[config.mk]
export PLATFORM = sky130hd
export DESIGN_NAME = ita_gelu_requant
export DESIGN_NICKNAME = d
export VERILOG_FILES = /design/src/rtl/ita_requant_pkg.sv /design/src/rtl/ita_requant_round_clamp.sv /design/src/rtl/ita_gelu_requant.sv
export SDC_FILE = /design/constraint.sdc
export NUM_CORES = 1
export LEC_CHECK = 0
export CAP_MARGIN = 10
export CORE_UTILIZATION = 63
export DETAILED_ROUTE_END_ITERATION = 7
export PLACE_DENSITY = 0.91
export SETUP_SLACK_MARGIN = 0.5
export SLEW_MARGIN = 20
export SYNTH_ARGS = -nofsm -noshare
export SYNTH_HDL_FRONTEND = slang
export SYNTH_HIERARCHICAL = 1
export SYNTH_SLANG_ARGS = --single-unit
[constraint.sdc]
create_clock -name io_clk -period 9.11 [get_ports io_clk]
set_input_delay 1.3665 -clock io_clk [delete_from_list [all_inputs] [get_ports io_clk]]
set_output_delay 1.3665 -clock io_clk [all_outputs]
set_load 0.1 [all_outputs]
[src/rtl/ita_requant_pkg.sv]
// Shared widths, int8 limits and the requant configuration bundle used by
// the GELU and softmax requantization back-ends.
package ita_requant_pkg;

  localparam int unsigned IN_W    = 26;
  localparam int unsigned OUT_W   = 8;
  localparam int unsigned MULT_W  = 8;
  localparam int unsigned SHIFT_W = 5;
  localparam int unsigned CNT_W   = 16;

  localparam int unsigned PROD_W  = IN_W + MULT_W + 1;
  // One guard bit above the product so rounding and offset cannot overflow.
  localparam int unsigned ACC_W   = PROD_W + 1;

  localparam int OUT_MAX = (1 << (OUT_W - 1)) - 1;
  localparam int OUT_MIN = -(1 << (OUT_W - 1));

  typedef struct packed {
    logic [MULT_W-1:0]  mult;
    logic [SHIFT_W-1:0] shift;
    logic [OUT_W-1:0]   add;
  } requant_cfg_t;

endpackage

[src/rtl/ita_requant_round_clamp.sv]
// Combinational round-half-up shift, signed offset and int8 clamp.
// Shared by the GELU and softmax requant paths.
module ita_requant_round_clamp
  import ita_requant_pkg::*;
(
  input  logic signed [PROD_W-1:0]  prod,
  input  logic        [SHIFT_W-1:0] shift,
  input  logic signed [OUT_W-1:0]   add,
  output logic signed [OUT_W-1:0]   data,
  output logic                      sat
);

  logic signed [ACC_W-1:0] rnd;
  logic signed [ACC_W-1:0] sum;
  logic signed [ACC_W-1:0] shifted;
  logic signed [ACC_W-1:0] biased;

  always_comb begin
    rnd = '0;
    if (shift != '0) begin
      rnd = ACC_W'(1) << (shift - SHIFT_W'(1));
    end
    sum     = ACC_W'(prod) + rnd;
    shifted = sum >>> shift;
    biased  = shifted + ACC_W'(add);

    data = biased[OUT_W-1:0];
    sat  = 1'b0;
    if (biased > ACC_W'(OUT_MAX)) begin
      data = OUT_W'(OUT_MAX);
      sat  = 1'b1;
    end else if (biased < ACC_W'(OUT_MIN)) begin
      data = OUT_W'(OUT_MIN);
      sat  = 1'b1;
    end
  end

endmodule

[src/rtl/ita_gelu_requant.sv]
// GELU back-end requantizer: 2-stage elastic pipeline turning the 26-bit
// accumulator stream into int8 activations, with a saturation event counter.
module ita_gelu_requant
  import ita_requant_pkg::*;
(
  input  logic                      io_clk,
  input  logic                      io_rst_ni,
  input  logic                      io_in_valid_i,
  output logic                      io_in_ready_o,
  input  logic signed [IN_W-1:0]    io_data_i,
  input  logic        [MULT_W-1:0]  io_mult_i,
  input  logic        [SHIFT_W-1:0] io_shift_i,
  input  logic signed [OUT_W-1:0]   io_add_i,
  output logic                      io_out_valid_o,
  input  logic                      io_out_ready_i,
  output logic signed [OUT_W-1:0]   io_data_o,
  output logic                      io_sat_o,
  input  logic                      io_sat_clr_i,
  output logic        [CNT_W-1:0]   io_sat_cnt_o
);

  requant_cfg_t             cfgIn;
  logic signed [MULT_W:0]   multS;
  logic signed [PROD_W-1:0] prodC;

  logic                     s1Valid;
  logic signed [PROD_W-1:0] s1Prod;
  logic        [SHIFT_W-1:0] s1Shift;
  logic signed [OUT_W-1:0]  s1Add;

  logic                     s1Load;
  logic                     s2Load;
  logic                     outFire;
  logic signed [OUT_W-1:0]  rcData;
  logic                     rcSat;

  assign cfgIn = '{mult: io_mult_i, shift: io_shift_i, add: io_add_i};

  // Multiplier is unsigned: zero-extend before the signed multiply.
  assign multS = {1'b0, cfgIn.mult};
  assign prodC = PROD_W'(io_data_i) * PROD_W'(multS);

  // Ready chains combinationally back from the consumer.
  assign s2Load        = !io_out_valid_o || io_out_ready_i;
  assign s1Load        = !s1Valid || s2Load;
  assign io_in_ready_o = s1Load;
  assign outFire       = io_out_valid_o && io_out_ready_i;

  always_ff @(posedge io_clk or negedge io_rst_ni) begin
    if (!io_rst_ni) begin
      s1Valid <= 1'b0;
      s1Prod  <= '0;
      s1Shift <= '0;
      s1Add   <= '0;
    end else if (s1Load) begin
      s1Valid <= io_in_valid_i;
      if (io_in_valid_i) begin
        s1Prod  <= prodC;
        s1Shift <= cfgIn.shift;
        s1Add   <= cfgIn.add;
      end
    end
  end

  ita_requant_round_clamp u_roundClamp (
    .prod  (s1Prod),
    .shift (s1Shift),
    .add   (s1Add),
    .data  (rcData),
    .sat   (rcSat)
  );

  always_ff @(posedge io_clk or negedge io_rst_ni) begin
    if (!io_rst_ni) begin
      io_out_valid_o <= 1'b0;
      io_data_o      <= '0;
      io_sat_o       <= 1'b0;
    end else if (s2Load) begin
      io_out_valid_o <= s1Valid;
      if (s1Valid) begin
        io_data_o <= rcData;
        io_sat_o  <= rcSat;
      end
    end
  end

  // Clear wins over a same-cycle increment; counter sticks at all-ones.
  always_ff @(posedge io_clk or negedge io_rst_ni) begin
    if (!io_rst_ni) begin
      io_sat_cnt_o <= '0;
    end else if (io_sat_clr_i) begin
      io_sat_cnt_o <= '0;
    end else if (outFire && io_sat_o && (io_sat_cnt_o != '1)) begin
      io_sat_cnt_o <= io_sat_cnt_o + CNT_W'(1);
    end
  end

endmodule

==> results of run 1 <==
## routing by layer
layer  vias to the layer above  routed length (um)
met5                         -                   0
met4                         0                3170
met3                       218                4390
met2                      1007               26900
met1                      8690               22100
li1                       8159                   -
## kinds of logic (layout without fill, tap and decap cells)
| kind of cell | count (synthesis) | in the layout | synth area share [%] |
|---|---|---|---|
| compound gates | 576 | 576 | 22.0 |
| xor+xnor | 95 | 95 | 4.60 |
| fa+ha+maj | 302 | 302 | 27.5 |
| buf+inv | 382 | 384 | 8.23 |
| flops | 75 | 75 | 10.3 |
| mux | 63 | 63 | 4.53 |
| other cells | 1 | 1 | 0.0206 |
| simple gates | 860 | 860 | 22.8 |
## stage by stage
step,std cells,setup slack (ps)
after floorplan,2354,1270
after global placement,2718,712
after detailed placement,2718,743
after CTS,2734,719
after global routing,2734,521
final,2734,867
## path summary, 6_finish.rpt
check                           start         endpoint  slack, ps  depth (start not counted)
hold / removal              s1Prod[3]        s1Prod[3]        490                          2
max in group asynchronous   io_rst_ni  io_sat_cnt_o[9]       7140                          2
setup / recovery           s1Shift[3]     io_data_o[2]        870                         26
setup reg to reg           s1Shift[3]     io_data_o[2]        870                         26
hold reg to reg             s1Prod[3]        s1Prod[3]        490                          2
min in group asynchronous   io_rst_ni         s1Add[7]        890                          1
## worst max-delay path: cells and delay by family (launching register included)
family / cells / cell delay (ps)
flops: 1 / 380
fa+ha+maj: 2 / 730
xor+xnor: 1 / 230
buf+inv: 2 / 610
mux: 2 / 680
simple gates: 6 / 1620
compound gates: 13 / 3850
## area by class of cell
class                   count  area [um2]  area share (%)
multi-input cells        1897       14900            76.2
flip-flops and latches     75        1880            9.63
repair buffers            109        1010            5.18
inverters                 259         972            4.98
well taps                 378         473            2.42
clock buffers               9         225            1.15
clock inverters             7        80.1           0.410
## state kept, by name, summed over array words and instances, names as in the netlist
signal / flops
s1Prod: 35
io_sat_o: 1
s1Shift: 5
io_out_valid_o: 1
io_sat_cnt_o: 16
s1Valid: 1
s1Add: 8
io_data_o: 8
## timing repair
| item | 4_1_cts | 5_1_grt |
|---|---|---|
| hold endpoints to repair | 0 | 0 |
| setup endpoints to repair | 0 | 8 |
| hold buffers | 0 | 0 |
| gates resized for setup | 0 | 8 |
## cell usage in the layout (no fill, tap or decap), drive strengths merged, types with 22 or more instances in the layout
master / instances
mux2i: 26
and2: 120
nand2: 336
ha: 138
nor2: 144
and3: 22
xor2: 41
xnor2: 54
nand4: 46
clkdlybuf4s50: 77
a31oi: 24
o21ai: 118
a21oi: 138
fa: 164
buf: 32
inv: 261
dfrtp: 75
a21o: 51
o211ai: 31
a211oi: 29
nand3: 49
mux2: 24
nor3: 50
## power breakdown
group / switching, mW / leakage [nW] / internal (mW)
clock: 0.170 / 0.149 / 0.217
sequential: 0.112 / 0.925 / 0.441
combinational: 3.36 / 8.06 / 2.03
total: 3.64 / 9.13 / 2.69
==> results.tsv, run 1 <==
metric	value	unit
status	finished, final reports clean	
finalWirelength	56500	um
grt_pass1_wl	90800	um
clock-root-buffer	clkbuf_16	
period_minus_slack	8240	ps
holdWs	488	ps
max_freq	121	MHz
fin_total_pwr	6.33	mW
gr-total-overflow	0	
final.fill_count	2207	
p_leak	9.13	nW
met3_usage	4.03	%
crit_path_start_kind	flip-flop	
worstPathArrival	8500	ps
ys_async_sr_fraction	100	%
coreArea	28200	um2
die_y	172	um
synth_nets	2708	
grt_start_max_net_pins	81	
synthTopCellsByArea	fa_1 (18%), dfrtp_1 (10%), ha_1 (9.5%)	
yosys_warnings	6	
drive_gt1_share	6.83	%
fin_area	19500	um2
dpl_cell_area	19200	um2
syn_area_per_cell	7.75	um2
synthCells	2354	
clkLatencyLatePin	360	ps
synth_cell_types	114	
viasPerCell	6.61	
drtIter0Drc	2220	
finalClockSkew	13.9	ps
num-nets-final	2705	
vias	18100	
post_cts_buffers	0	
period_share	90.5	%
firstDrtPassIters	7	
crit_fanout	14	
cts_inserted_buffers	9	
busiest_layer	met2	
tritoncts	done	
yosysTopAreaCell	fa_1	
rsz0062_at_grt	false	
fin_tns_setup	0	ps
finalSetupViolCount	0	
synth_most_common_cell	nand2_1	
diodes	0	
power_density	324	nW/um2
final_util	69.3	%
num_rows	61	
clk_path_buf_depth	2	
wire_per_inst	20.7	um
io_buffer_count	78	
route.detailed.drc	0	
met1_usage	49.2	%
areaGrowthSynthToFinish	7.06	%
die_w	172	um
cp.required	9360	ps
gr-usage-all-layers	39.0	%
clkTransAtPathRegs	70	ps
cts_htree_levels	3	
gp_congestion	1.02	
ant_nets	0	
worstMarginPinSlew	1130	ps
syn_area	18200	um2
max-cap-violations	0	
path_class	flip-flop to flip-flop	
dieArea	29600	um2
yosys_most_used_dff	dfrtp_1	
slew_headroom	24.6	%
synth_top_area_share	18.0	%
synth_edf_count	0	
maxSlewViolCount	0	
antenna_found_initial	0	
slowest_delay	650	ps
clock_sinks	75	
min_path_type	flip-flop to flip-flop	
synth_seq_cells	75	
grt_pass1_vias	17500	
yosys-top-cells-count	nand2_1 (336), inv_1 (256), fa_1 (164), nor2_1 (144), ha_1 (138)	
initial_core_util	64.8	%
synth-seq-area-share	10.3	%
crit_slowest_cell	o21ai_0	
pin_count	79	
hpwl	45200	um
endpoint_kind	flip-flop	
hold_viol	0	
use_met2	65.5	%
vdd.ir_drop.worst	162	uV
Note: power is estimated with default switching activity, not from simulation.
==> inputs of run 2 (changes only) <==
RECOVER_POWER = 100   (was not set)
==> run 2 against run 1 <==
Net effect: the flow now finishes with violations (max-capacitance violations, max-slew violations); sequential power about the same; critical path depth did not move; core utilization decreased by 0.22 points; total power down 0.78%; largest cell class unchanged; clock skew is 0.85 ps higher.
==> results.tsv, run 2 (synthesized netlist as in run 1, its figures left out) <==
metric	value	unit
period_share	92.1	%
p_leak	9.15	nW
finalSetupViolCount	0	
regToRegSetupSlack	720	ps
maxSlewViolCount	142	
max_freq	119	MHz
hold_viol	0	
timing.final.ws_setup	720	ps
initial_core_util	64.8	%
num_rows	61	
worstPathArrival	8640	ps
tritoncts	done	
cp.required	9360	ps
route.detailed.drc	0	
switching_share	57.6	%
slew_headroom	-112	%
diodes	0	
cts_inserted_buffers	9	
cp_top_family	compound AO/OA/AOI/OAI gates	
crit_path_start_kind	flip-flop	
grt_pass1_vias	17500	
crit_fanout	14	
areaGrowthSynthToFinish	6.72	%
clkLatencyLatePin	360	ps
gr-total-overflow	0	
power_density	323	nW/um2
min_path_type	flip-flop to flip-flop	
clock_sinks	75	
share_seq_of_total_power	8.8	%
combinationalPowerShare	85.0	%
violations	max-capacitance violations, max-slew violations	
internal_power	2.66	mW
clkTransAtPathRegs	70	ps
finalClockSkew	14.8	ps
status	finished, violations left	
endpoint_kind	flip-flop	
gp_congestion	1.02	
slowest_delay	650	ps
hold-path-endpoint	s1Prod[3]	
io_buffer_count	78	
ant_nets	0	
final_cell_mix	nand2_1 (334), inv_1 (257), fa_1 (164)	
path_class	flip-flop to flip-flop	
vdd.ir_drop.worst	158	uV
reg2reg_to	io_data_o[2]	
crit_slowest_cell	o41ai_1	
rsz0062_at_grt	false	
clk_path_buf_depth	2	
cts_htree_levels	3	
wire_per_inst	20.7	um
drive_gt1_share	6.45	%
r2r-start	s1Shift[3]	
die_y	172	um
clock-root-buffer	clkbuf_16	
period_minus_slack	8390	ps
hp-start	s1Prod[3]	
drtIter0Drc	2333	
switching_power	3.62	mW
finalWirelength	56600	um
vias	18100	
final_common_cell	nand2_1	
antenna_found_initial	0	
max-cap-violations	2	
grt_start_max_net_pins	81	
viasPerCell	6.60	
largest_register_ffs	35	
die_w	172	um
top_regs	s1Prod x35, io_sat_cnt_o x16	
pwr-share-clk	6.2	%
hpwl	45200	um
firstDrtPassIters	6	
gr-usage-all-layers	39.0	%
preCtsSetupSlack	743	ps
fin_total_pwr	6.28	mW
worstMarginPinSlew	3190	ps
pin_count	79	
fin_tns_setup	0	ps
coreArea	28200	um2
dieArea	29600	um2
min_path_cells	2	
post_cts_buffers	0	
num-nets-final	2705	
regMostFlops	s1Prod	
r2r_cells	26	
grt_pass1_wl	90800	um
cp_num_buf_inv	2	
[run 2: area by class of cell]
cell class	instances	area, um2
Clock buffer	9	225
Clock inverter	7	80.1
Fill cell	2225	8700
Inverter	259	972
Multi-Input combinational cell	1897	14800
Sequential cell	75	1880
Tap cell	378	473
Timing Repair Buffer	109	1000
[run 2: repair_timing]
| action | CTS | global route |
|---|---|---|
| hold buffers | 0 | 0 |
| resized for setup | 0 | 8 |
| endpoints found under the setup margin | 0 | 8 |
[run 2: per-stage QoR]
stage	cell area [um2]	instances	hold slack (ps)	util, %
finish	19500	2734	487	69.1
floorplan	18200	2354	444	-
detailed placement	19200	2718	476	68.2
global route	19500	2734	531	69.1
global placement	19200	2718	468	68.2
CTS	19500	2734	491	69.3
[run 2: power by group through the flow]
stage / Sequential [mW] / Clock [mW] / Combinational [mW]
2_1_floorplan: 0.639 / 0 / 3.84
3_3_place_gp: 0.552 / 0 / 5.07
3_5_place_dp: 0.553 / 0 / 5.22
4_1_cts: 0.549 / 0.390 / 5.25
5_1_grt: 0.563 / 0.398 / 5.78
6_report: 0.552 / 0.388 / 5.34
[run 2: tightest hold or removal path: cells and delay by family, from the launching register on]
family | cells | cell delay, ps
DFF | 1 | 350
and+or+nand+nor | 2 | 100
[run 2: worst max path at each step]
stage,from,endpoint,cells after the start
floorplan,s1Shift[1],io_data_o[4],31
global placement,s1Shift[4],io_data_o[6],27
detailed placement,s1Shift[4],io_data_o[2],27
CTS,s1Shift[4],io_data_o[2],27
global route,s1Shift[0],io_data_o[2],28
finish,s1Shift[3],io_data_o[2],26
[run 2: layer usage]
metal / GRT usage [%] / routed length, um / part of all wire, %
met3: 4.03 / 4170 / 7.4
met5: 0 / 0 / 0
met4: 21.8 / 3340 / 5.9
met2: 65.5 / 26800 / 47
met1: 49.2 / 22300 / 39
==> inputs of run 3 (changes only) <==
CORE_UTILIZATION = 55   (was 63)
CTS_CLUSTER_SIZE = 25   (was not set)
PLACE_DENSITY = 0.82   (was 0.91)
clock period = 9.1 ns   (was 9.11 ns; I/O delays follow)
==> run 3 against run 2 <==
Net effect: largest cell class unchanged; sequential power shrank 4%; register-to-register slack worse by 300 ps; combinational power decreased by 2%; critical path type unchanged; clock skew down 5.2 ps; worst setup slack worse by 300 ps; the flow still finishes with violations (max-capacitance violations, max-slew violations); first-iteration DRC count is 36% lower; cell area is 0.58% higher; largest power group unchanged; final cell count is 2.4% higher; critical endpoint is now io_data_o[6].
==> results.tsv, run 3 (synthesized netlist as in run 1, its figures left out) <==
metric	value	unit
status	finished, violations left	
violations	max-capacitance violations, max-slew violations	
slew_headroom	-142	%
die_y	184	um
fin_total_pwr	6.17	mW
cts_inserted_buffers	9	
finalSetupViolCount	0	
path_class	flip-flop to flip-flop	
worstMarginPinSlew	3630	ps
share_seq_of_total_power	8.6	%
dp_cells	2783	
cp-startpoint	s1Shift[0]	
clk_path_buf_depth	2	
grt_start_max_net_pins	81	
max-cap-violations	2	
regToRegSetupSlack	420	ps
ant_nets	0	
power_density	315	nW/um2
r2r-start	s1Shift[0]	
p_leak	9.17	nW
endpoint_kind	flip-flop	
num_rows	66	
wire_per_inst	19.3	um
regMostFlops	s1Prod	
switching_share	56.7	%
vdd.ir_drop.worst	164	uV
min_path_cells	2	
internal_power	2.67	mW
drtIter0Drc	1492	
final_common_cell	nand2_1	
vias	17700	
gp_congestion	0.968	
grt_pass1_wl	87600	um
gr-usage-all-layers	32.4	%
tritoncts	done	
fin_tns_setup	0	ps
diodes	0	
drive_gt1_share	6.40	%
viasPerCell	6.31	
maxSlewViolCount	147	
clkTransAtPathRegs	70	ps
reg2reg_to	io_data_o[6]	
cp.required	9350	ps
final_util	60.0	%
top_regs	s1Prod x35, io_sat_cnt_o x16	
hpwl	43800	um
coreArea	32600	um2
firstDrtPassIters	7	
gr-total-overflow	0	
period_share	95.4	%
rsz0062_at_grt	false	
pwr-share-clk	6.3	%
finalWirelength	54200	um
cts_htree_levels	3	
instances_no_fill	2800	
max_freq	115	MHz
critPathCapture	io_data_o[6]	
dieArea	33900	um2
clock-root-buffer	clkbuf_16	
route.detailed.drc	0	
areaGrowthSynthToFinish	7.33	%
final_cell_mix	nand2_1 (335), inv_1 (256), fa_1 (164)	
clock_sinks	75	
largest_register_ffs	35	
num-nets-final	2707	
crit_path_start_kind	flip-flop	
antenna_found_initial	0	
holdWs	489	ps
r2r_cells	26	
io_buffer_count	78	
worstPathArrival	8930	ps
clkLatencyLatePin	360	ps
switching_power	3.50	mW
initial_core_util	55.9	%
finalClockSkew	9.53	ps
crit_fanout	28	
combinationalPowerShare	85.0	%
hold_viol	0	
grt_pass1_vias	17200	
min_path_type	flip-flop to flip-flop	
pin_count	79	
die_w	184	um
period_minus_slack	8680	ps
[run 3: cell types whose count changed in the layout (fill, tap and decap cells not counted), sizes merged]
cell / delta
buf: +2
clkbuf: +2
inv: -1
clkinvlp: -1
[run 3: repair_timing]
action | 4_1_cts | 5_1_grt
setup endpoints to repair | 0 | 8
hold buffers | 0 | 0
gates resized for setup | 0 | 7
buffers inserted | 0 | 1
[run 3: through the flow]
step | cell area, um2 | setup WS (ps)
global route | 19600 | 267
finish | 19600 | 417
floorplan | 18200 | 1260
detailed placement | 19300 | 666
global placement | 19300 | 864
CTS | 19600 | 611
[run 3: worst min path at each step]
stage	startpoint	to
after detailed placement	s1Prod[13]	s1Prod[13]
final	s1Prod[13]	s1Prod[13]
after global routing	io_data_o[4]	io_data_o[4]
after CTS	s1Prod[13]	s1Prod[13]
after floorplan	s1Shift[0]	s1Shift[0]
after global placement	s1Valid	io_out_valid_o
[run 3: power groups by stage]
stage / Sequential [mW] / Clock [mW] / Combinational, mW
4_1_cts: 0.531 / 0.395 / 5.19
5_1_grt: 0.548 / 0.408 / 5.74
2_1_floorplan: 0.640 / 0 / 3.85
3_3_place_gp: 0.534 / 0 / 5.05
6_report: 0.532 / 0.391 / 5.24
3_5_place_dp: 0.536 / 0 / 5.17
[run 3: cell type report]
class,count,area [um2]
multi-input combinational,1897,14800
fill,2927,13000
sequential,75,1890
timing repair buffer,111,1030
inverter,259,972
tap,442,553
clock buffer,11,243
clock inverter,5,67.6
[run 3: worst max-delay path, stage by stage (launching register included)]
cell,delay (ps)
dfrtp_1,530
buf_4,380
nor2_1,100
nand2_1,220
nor2_1,90
ha_1,470
nand2_1,130
o21a_1,290
a211o_1,340
a21oi_1,510
o21ai_2,240
xor2_1,250
a222oi_1,740
a31oi_1,310
a221oi_1,530
ha_1,390
and3_1,220
a221oi_2,380
o21ai_0,380
a21oi_1,470
xnor2_1,140
and4b_2,290
nand4_1,80
or4_4,470
o21bai_4,220
a21oi_1,100
mux2_2,270
[run 3: metal layers]
metal | vias to the layer above | track usage [%] | part of all wire (%)
li1 | 8153 | - | -
met1 | 8512 | 40.8 | 40
met2 | 841 | 56.2 | 49
met3 | 160 | 2.87 | 6.5
met4 | 0 | 14.8 | 4.4
met5 | - | 0 | 0
